==> src/rtl/array_access_arbiter.sv <==
// Round-robin arbiter that owns a DEPTH x WIDTH register array.
// Ports: clk/reset; req/we/addr/wdata/gnt/rdata/rvalid per client; clear; ready.
module array_access_arbiter #(
    parameter int WIDTH  = 32,
    parameter int DEPTH  = 8,
    parameter int ADDR_W = 3
) (
    input  logic              clk,
    input  logic              reset,
    input  logic              req0,
    input  logic              req1,
    input  logic              we0,
    input  logic              we1,
    input  logic [ADDR_W-1:0] addr0,
    input  logic [ADDR_W-1:0] addr1,
    input  logic [WIDTH-1:0]  wdata0,
    input  logic [WIDTH-1:0]  wdata1,
    output logic              gnt0,
    output logic              gnt1,
    output logic [WIDTH-1:0]  rdata0,
    output logic [WIDTH-1:0]  rdata1,
    output logic              rvalid0,
    output logic              rvalid1,
    input  logic              clear,
    output logic              ready
);

    typedef enum logic [1:0] {
        S_INIT  = 2'd0,
        S_SERVE = 2'd1,
        S_CLEAR = 2'd2
    } state_t;

    localparam logic [ADDR_W-1:0] LAST = ADDR_W'(DEPTH - 1);

    state_t            r_state;
    logic [ADDR_W-1:0] r_cnt;
    logic              r_rr_last;
    logic [WIDTH-1:0]  r_mem [DEPTH];

    logic w_serve;
    logic w_go;

    assign w_serve = (r_state == S_SERVE);
    // clear wins over any request in the cycle it is sampled
    assign w_go    = w_serve & ~clear;
    // on contention, the client that was not granted last wins
    assign gnt0    = w_go & req0 & (~req1 | r_rr_last);
    assign gnt1    = w_go & req1 & (~req0 | ~r_rr_last);
    assign ready   = w_serve;

    // storage is deliberately not reset; INIT sweeps it to zero
    always_ff @(posedge clk) begin
        if (!w_serve) begin
            r_mem[r_cnt] <= '0;
        end else if (gnt0 & we0) begin
            r_mem[addr0] <= wdata0;
        end else if (gnt1 & we1) begin
            r_mem[addr1] <= wdata1;
        end
    end

    always_ff @(posedge clk or posedge reset) begin
        if (reset) begin
            r_state   <= S_INIT;
            r_cnt     <= '0;
            r_rr_last <= 1'b1;
            rdata0    <= '0;
            rdata1    <= '0;
            rvalid0   <= 1'b0;
            rvalid1   <= 1'b0;
        end else begin
            rvalid0 <= gnt0 & ~we0;
            rvalid1 <= gnt1 & ~we1;
            if (gnt0 & ~we0) begin
                rdata0 <= r_mem[addr0];
            end
            if (gnt1 & ~we1) begin
                rdata1 <= r_mem[addr1];
            end
            if (gnt0) begin
                r_rr_last <= 1'b0;
            end else if (gnt1) begin
                r_rr_last <= 1'b1;
            end
            case (r_state)
                S_INIT, S_CLEAR: begin
                    if (r_cnt == LAST) begin
                        r_cnt   <= '0;
                        r_state <= S_SERVE;
                    end else begin
                        r_cnt <= r_cnt + ADDR_W'(1);
                    end
                end
                S_SERVE: begin
                    if (clear) begin
                        r_cnt   <= '0;
                        r_state <= S_CLEAR;
                    end
                end
                default: begin
                    r_cnt   <= '0;
                    r_state <= S_INIT;
                end
            endcase
        end
    end

endmodule

==> config.mk <==
export PLATFORM = sky130hd
export DESIGN_NAME = array_access_arbiter
export DESIGN_NICKNAME = d
export VERILOG_FILES = /design/src/rtl/array_access_arbiter.sv
export SDC_FILE = /design/constraint.sdc
export NUM_CORES = 1
export LEC_CHECK = 0
export ABC_CLOCK_PERIOD_IN_PS = 4200
export BUFFER_PORTS_ARGS = -buffer_cell sky130_fd_sc_hd__buf_2
export CORE_MARGIN = 4
export CORE_UTILIZATION = 35
export CTS_BUF_LIST = sky130_fd_sc_hd__clkbuf_4 sky130_fd_sc_hd__clkbuf_8
export DETAILED_ROUTE_END_ITERATION = 12
export SLEW_MARGIN = 20
export SYNTH_ARGS = -nofsm -noshare
export SYNTH_HDL_FRONTEND = slang
export SYNTH_SLANG_ARGS = --single-unit
==> constraint.sdc <==
create_clock -name clk -period 4.2 [get_ports clk]
set_input_delay 0.63 -clock clk [delete_from_list [all_inputs] [get_ports clk]]
set_output_delay 0.63 -clock clk [all_outputs]
set_load 0.01 [all_outputs]
==> impl_metrics.toml, run 1 <==
[status]
status = "complete, no violations"

[floorplanning]
fp-row-count = 74
die_area_mm2 = 0.04476
io_pins = 146
core-area_mm2 = 0.04092
initial_core_util_pct = 35.44
die_h_um = 211.6
dieWidth_um = 211.6

[timing]
drv_slew = 0
slew_headroom_pct = 30.95
finalClockSkew_ns = 0.01775
hold_ws_ns = 0.1503
fin_ws_ns = 0.9070
period_minus_slack_ns = 3.293
period_share_pct = 78.40
fmax_ghz = 0.3037
tightest_slew_ns = 1.036
rsz0062_at_grt = "no"
hold_viol = 0
setup_violations = 0

[power_and_ir_drop]
peakVddDrop_mv = 0.2416
power_frac_comb_pct = 24.9
p_sw_mw = 3.214
internal-power_mw = 7.147
power_frac_clock_pct = 26.1
p_per_area_mw_per_mm2 = 607.2
sequentialPowerShare_pct = 49.0
leakage_nw = 6.424
sw_frac_of_total_pct = 31.02
p_total_mw = 10.36

[setup_path]
crit_fanout = 24
startpoint = "r_state[1]$_DFFE_PP0P_"
crit_path_end = "r_mem[0][19]$_DFFE_PP_"
worst_r2r_startpoint = "r_state[1]$_DFFE_PP0P_"
cp-start-kind = "flop"
rrSetupSlack_ns = 0.91
r2r-end = "r_mem[0][19]$_DFFE_PP_"
critical_path_class = "flop to flop"
cp.required_ns = 4.46
rr_worst_depth = 5
worstSetupEndpointType = "flop"
crit_arrival_ns = 3.55

[global_routing]
grt_pass1_wl_um = 55640
antenna_found_initial = 0
grt_overflow_total = 0
grt_pass1_vias = 8861
grt_max_degree = 73
grt_usage_pct = 16.53

[drt]
vias = 8251
post_drt_wl_per_cell_um = 23.62
wl_um = 36610
first_pass_iters = 6
avgViaCountPerCell = 5.323
drt_iter0_markers = 533
drc_errors = 0
antenna_left = 0

[layout]
multiInputGateArea_mm2 = 0.004825
fin_util_pct = 41.70
layout_common_cells = "256 x edfxtp_1, 141 x buf_2, 128 x mux4_2, 71 x dfrtp_1, 64 x mux2i_1"
layoutNonFillerInstCount = 1550
drive_above_1_share_pct = 39.88
final-seq-area_mm2 = 0.009490
num_antenna_cells = 0
fin_nets = 1050
syn2layout_area_growth_pct = 17.66
final_common_cell = "edfxtp_1"
fillers = 3702

[cts]
cts_inserted_buffers = 56
ctsResizeCount = 0
clock_latency_ns = 0.63
cts_tree = "built"
numClockSinks = 328
clockRootBuffer = "clkbuf_8"
htreeDepth = 2
clk_path_buf_depth = 3
postCtsHoldBufs = 0
clkSlewWorstSetupHoldPaths_ns = 0.06
postCtsSetupRepairBufs = 0

[synthesis]
yosysWarningCount = 0
syn_nets = 877
seq_area_frac_synth_pct = 65.44
yosysUniqueCellTypes = 40
synth_seq_cells = 328
syn_area_mm2 = 0.01450
syn_avg_cell_area_um2 = 18.17
synthesis.instances = 798

[placement]
dp_hpwl_um = 22690
gp_congestion = 0.8221
portBuffers = 145
dp.cells = 1445
dp_worst_setup_slack_ns = 0.5871

[run]
drv_cap = 0

[worst_hold_path]
hold_class = "primary input to asynchronous set/reset pin"
[flip-flops by register name, summed over array words and instances (netlist names)]
| register | flops |
|---|---|
| r_mem | 256 |
| rdata0 | 32 |
| rdata1 | 32 |
| r_cnt | 3 |
| r_state | 2 |
| r_rr_last | 1 |
| rvalid0 | 1 |
| rvalid1 | 1 |
[per-stage QoR]
| step | area (µm²) | setup TNS [ns] |
|---|---|---|
| final | 17060 | 0 |
| after global routing | 17060 | 0 |
| after CTS | 17060 | 0 |
| after detailed placement | 16000 | 0 |
| after global placement | 16000 | 0 |
| after floorplan | 14520 | -33.45 |
[metal layers]
metal | track usage (%) | up-vias | share of wire, %
met5 | 0 | - | 0
met2 | 28.36 | 248 | 51
met1 | 21.86 | 4315 | 41
met3 | 2.801 | 48 | 6.1
li1 | - | 3640 | -
met4 | 4.731 | 0 | 2.1
[critical path, cell delays in order (launching register included)]
cell     delay [ns]
dfrtp_1        0.43
or3b_1         0.54
or4_4          0.55
o31a_4         0.15
nor3_2         0.70
buf_4          0.53
[worst min-delay path by stage]
stage | start | to | slack (ns) | cells after the start
after floorplan | r_cnt[1]$_DFFE_PP0P_ | r_cnt[1]$_DFFE_PP0P_ | 0.50 | 1
after global routing | reset | rdata1[3]$_DFFE_PP0P_ | 0.19 | 2
after detailed placement | rdata1[3]$_DFFE_PP0P_ | rdata1[3]$_DFFE_PP0P_ | 0.47 | 2
after global placement | rdata1[19]$_DFFE_PP0P_ | rdata1[19]$_DFFE_PP0P_ | 0.46 | 2
after CTS | clear | r_state[1]$_DFFE_PP0P_ | 0.24 | 2
final | reset | rdata1[3]$_DFFE_PP0P_ | 0.15 | 2
[power by group through the flow]
stage	logic [mW]	registers [mW]	clock network, mW
CTS	2.65	5.08	2.79
detailed placement	2.64	5.13	0
finish	2.58	5.08	2.71
floorplan	1.45	5.14	0
global route	2.81	5.18	2.95
global placement	2.62	5.11	0
[synth_stat cells, drive strengths merged]
master | count | area, µm²
a22o | 34 | 297.8
or4 | 1 | 11.26
dfstp | 1 | 26.28
nor3 | 13 | 76.33
nor4bb | 1 | 10.01
mux4 | 128 | 2883
and4 | 1 | 8.760
mux2i | 64 | 640.6
a21bo | 1 | 10.01
edfxtp | 256 | 7687
buf | 25 | 117.6
nor3b | 1 | 7.510
inv | 9 | 33.78
ha | 2 | 25.02
nor2 | 35 | 131.4
clkbuf | 33 | 123.9
dfrtp | 71 | 1777
nand2 | 34 | 127.6
o31a | 3 | 35.04
nand2b | 1 | 6.260
nor4 | 1 | 6.260
o22ai | 2 | 12.51
nand3 | 2 | 10.01
or3b | 1 | 8.760
o32ai | 2 | 17.52
o2bb2ai | 1 | 8.760
o31ai | 2 | 15.01
mux2 | 1 | 11.26
o21ai | 33 | 165.2
nor2b | 2 | 12.51
a31oi | 1 | 6.260
a21boi | 1 | 7.510
a21oi | 32 | 160.2
nand4 | 1 | 6.260
a21o | 1 | 7.510
nand4bb | 1 | 11.26
[cell families (layout without fill, tap and decap cells)]
family / count (synthesis) / after routing / share of synthesized area [%]
AO/OA/AOI/OAI: 113 / 113 / 5.125
adder cells (fa/ha/maj): 2 / 2 / 0.1725
buffers and inverters: 67 / 287 / 1.898
flip-flops: 328 / 328 / 65.44
multiplexers: 193 / 193 / 24.37
AND/OR/NAND/NOR: 95 / 95 / 2.994
[final cells by class]
class                      count  area share, %
multi-input combinational    403          28.27
timing repair buffer         173          5.763
clock buffer                  71          5.250
sequential                   328          55.62
inverter                       9         0.2273
tap                          532          3.901
clock inverter                34         0.9679
Power figures use the tool's default switching activity.
==> run 2: changes to the inputs <==
Settings changed: ABC_AREA from default to 1, ABC_CLOCK_PERIOD_IN_PS 4200 to 3000.
Clock period 4.2 ns to 3 ns, I/O delays scaled along.
==> impl_metrics.toml, run 2 <==
[drt]
post_drt_wl_per_cell_um = 20.04
vias = 12540
antenna_left = 0
avgViaCountPerCell = 5.337
first_pass_iters = 6
drc_errors = 0
drt_iter0_markers = 1150
wl_um = 47080

[synthesis]
synth_top_area_share_pct = 49.26
synth_seq_cells = 328
yosysMostFrequentCell = "edfxtp_1"
syn_area_mm2 = 0.01561
synthTopCellsByCount = "256 x edfxtp_1, 249 x nand2_1, 228 x o21ai_0"
synthesis.instances = 1591
yosysWarningCount = 0
synth-edff-count = 256
synthArstFlopShare_pct = 21.95
seq_area_frac_synth_pct = 60.81
syn_avg_cell_area_um2 = 9.809
synth.top_cells.by_area = "edfxtp_1 49%, dfrtp_1 11%, o21ai_0 7.3%"
syn_nets = 1670
ys.flop_type = "edfxtp_1"
yosysUniqueCellTypes = 24
synth.largest_area_cell = "edfxtp_1"

[layout]
largest_reg_flops = 256
layout_common_cells = "256 x edfxtp_1, 249 x nand2_1, 228 x o21ai_0, 200 x nand3_1, 170 x inv_1"
reg.largest.list = "r_mem x256, rdata0 x32, rdata1 x32"
top_register = "r_mem"
num_antenna_cells = 0
syn2layout_area_growth_pct = 17.47
layoutNonFillerInstCount = 2349
fin_nets = 1790
final_common_cell = "edfxtp_1"
drive_above_1_share_pct = 17.53

[cts]
postCtsHoldBufs = 0
htreeDepth = 2
clockRootBuffer = "clkbuf_8"
clkSlewWorstSetupHoldPaths_ns = 0.06
ctsResizeCount = 0
postCtsSetupRepairBufs = 0
numClockSinks = 328
clock_latency_ns = 0.60
cts_tree = "built"
clk_path_buf_depth = 3
cts_inserted_buffers = 55

[setup_path]
worst_r2r_startpoint = "r_state[1]$_DFFE_PP0P_"
cp.required_ns = 3.30
crit_arrival_ns = 3.11
cp-start-kind = "flop"
startpoint = "r_state[1]$_DFFE_PP0P_"
worstSetupEndpointType = "flop"
crit_fanout = 17
critical_path_class = "flop to flop"

[placement]
portBuffers = 145
dp.cells = 2246
dp_hpwl_um = 29640
gp_congestion = 0.8099

[global_routing]
use_met1_pct = 27.04
grt.busiest_layer = "met2"
grtUsageMet2_pct = 30.52
grt_pass1_wl_um = 71520
grt_usage_pct = 19.26
antenna_found_initial = 0
grt_pass1_vias = 12140
grt_use_met3_pct = 3.129
grt_overflow_total = 0
grt_max_degree = 217

[floorplanning]
io_pins = 146
die_h_um = 219.2
die_area_mm2 = 0.04803
initial_core_util_pct = 35.37
core-area_mm2 = 0.04412
dieWidth_um = 219.2
fp-row-count = 77

[power_and_ir_drop]
peakVddDrop_mv = 0.2958
leakage_nw = 7.465
p_per_area_mw_per_mm2 = 790.7

[timing]
fmax_ghz = 0.3549
period_minus_slack_ns = 2.818
finalClockSkew_ns = 0.01690
slew_headroom_pct = 28.54
hold_ws_ns = 0.07628
drv_slew = 0
rsz0062_at_grt = "no"
hold_viol = 0
period_share_pct = 93.92
tightest_slew_ns = 1.072
setup_violations = 0

[run]
drv_cap = 0

[worst_hold_path]
hold_class = "primary input to asynchronous set/reset pin"

[status]
status = "complete, no violations"
==> run 2: changes by cell type in the layout (fill, tap and decap cells not counted), sizes merged, moves of 15 or more <==
| cell | delta |
|---|---|
| nand2 | +217 |
| o211ai | +128 |
| nand3 | +199 |
| a22o | -34 |
| mux2i | -64 |
| nor2 | -20 |
| clkinv | -19 |
| buf | +15 |
| mux4 | -128 |
| clkbuf | +15 |
| inv | +164 |
| o21ai | +195 |
| a21oi | +97 |
==> run 2: logic make-up after synthesis <==
group / Yosys count / share of synthesized area, %
adders and majority gates: 2 / 0.1603
and+or+nand+nor: 475 / 13.53
DFF: 328 / 60.81
AOI/OAI and AO/OA: 486 / 17.65
buffers and inverters: 300 / 7.849
==> run 2: layout make-up <==
cell class / count / area, µm²
Multi-Input combinational cell: 963 / 4951
Sequential cell: 328 / 9490
Timing Repair Buffer: 188 / 1289
Clock inverter: 17 / 162.7
Inverter: 175 / 659.4
Tap cell: 592 / 740.7
Fill cell: 4282 / 25790
Clock buffer: 86 / 1040
==> run 2: worst max-delay path, stage by stage, from the launching register on <==
cell and delay, ns:
dfrtp_1 0.38, inv_1 0.12, nand2_1 0.09, nor2_1 0.14, nand4_1 0.31, nand2_1 0.20, nand2_1 0.08, nand2_1 0.06
nand3_1 0.06, buf_4 0.18, nor2_4 0.62, buf_16 0.25
==> run 2: power breakdown <==
part           leakage, nW  total [mW]  switching [mW]  internal [mW]
combinational         3.41        3.52            2.34           1.18
sequential            3.42        6.73           0.470           6.26
clock                0.635        4.25            1.79           2.46
==> run 2: through the flow <==
stage,worst slack [ns],total power [mW],util (%),area [µm²],TNS (ns)
after CTS,0.1860,14.64,41.55,18330,0
after global routing,0.003249,15.31,41.55,18330,0
after floorplan,-0.06101,8.569,-,15610,-15.62
final,0.1825,14.50,41.55,18330,0
after detailed placement,0.2167,10.36,38.82,17130,0
after global placement,-0.02244,9.976,38.23,16870,-1.188
==> run 2: metal layers <==
layer / vias to the layer above / routed length (µm)
met2: 504 / 21770
li1: 5875 / -
met3: 82 / 3208
met5: - / 0
met4: 0 / 1337
met1: 6075 / 20770
==> run 2: worst paths after layout <==
check | endpoint | cells past startpoint | slack [ns]
setup / recovery | r_mem[4][5]$_DFFE_PP_ | 11 | 0.18
hold / removal | rvalid1$_DFF_PP0_ | 2 | 0.08
setup reg to reg | r_mem[4][5]$_DFFE_PP_ | 11 | 0.18
hold reg to reg | rdata1[12]$_DFFE_PP0P_ | 2 | 0.50
max in group asynchronous | rdata1[27]$_DFFE_PP0P_ | 3 | 2.23
min in group clk | r_state[1]$_DFFE_PP0P_ | 3 | 0.22
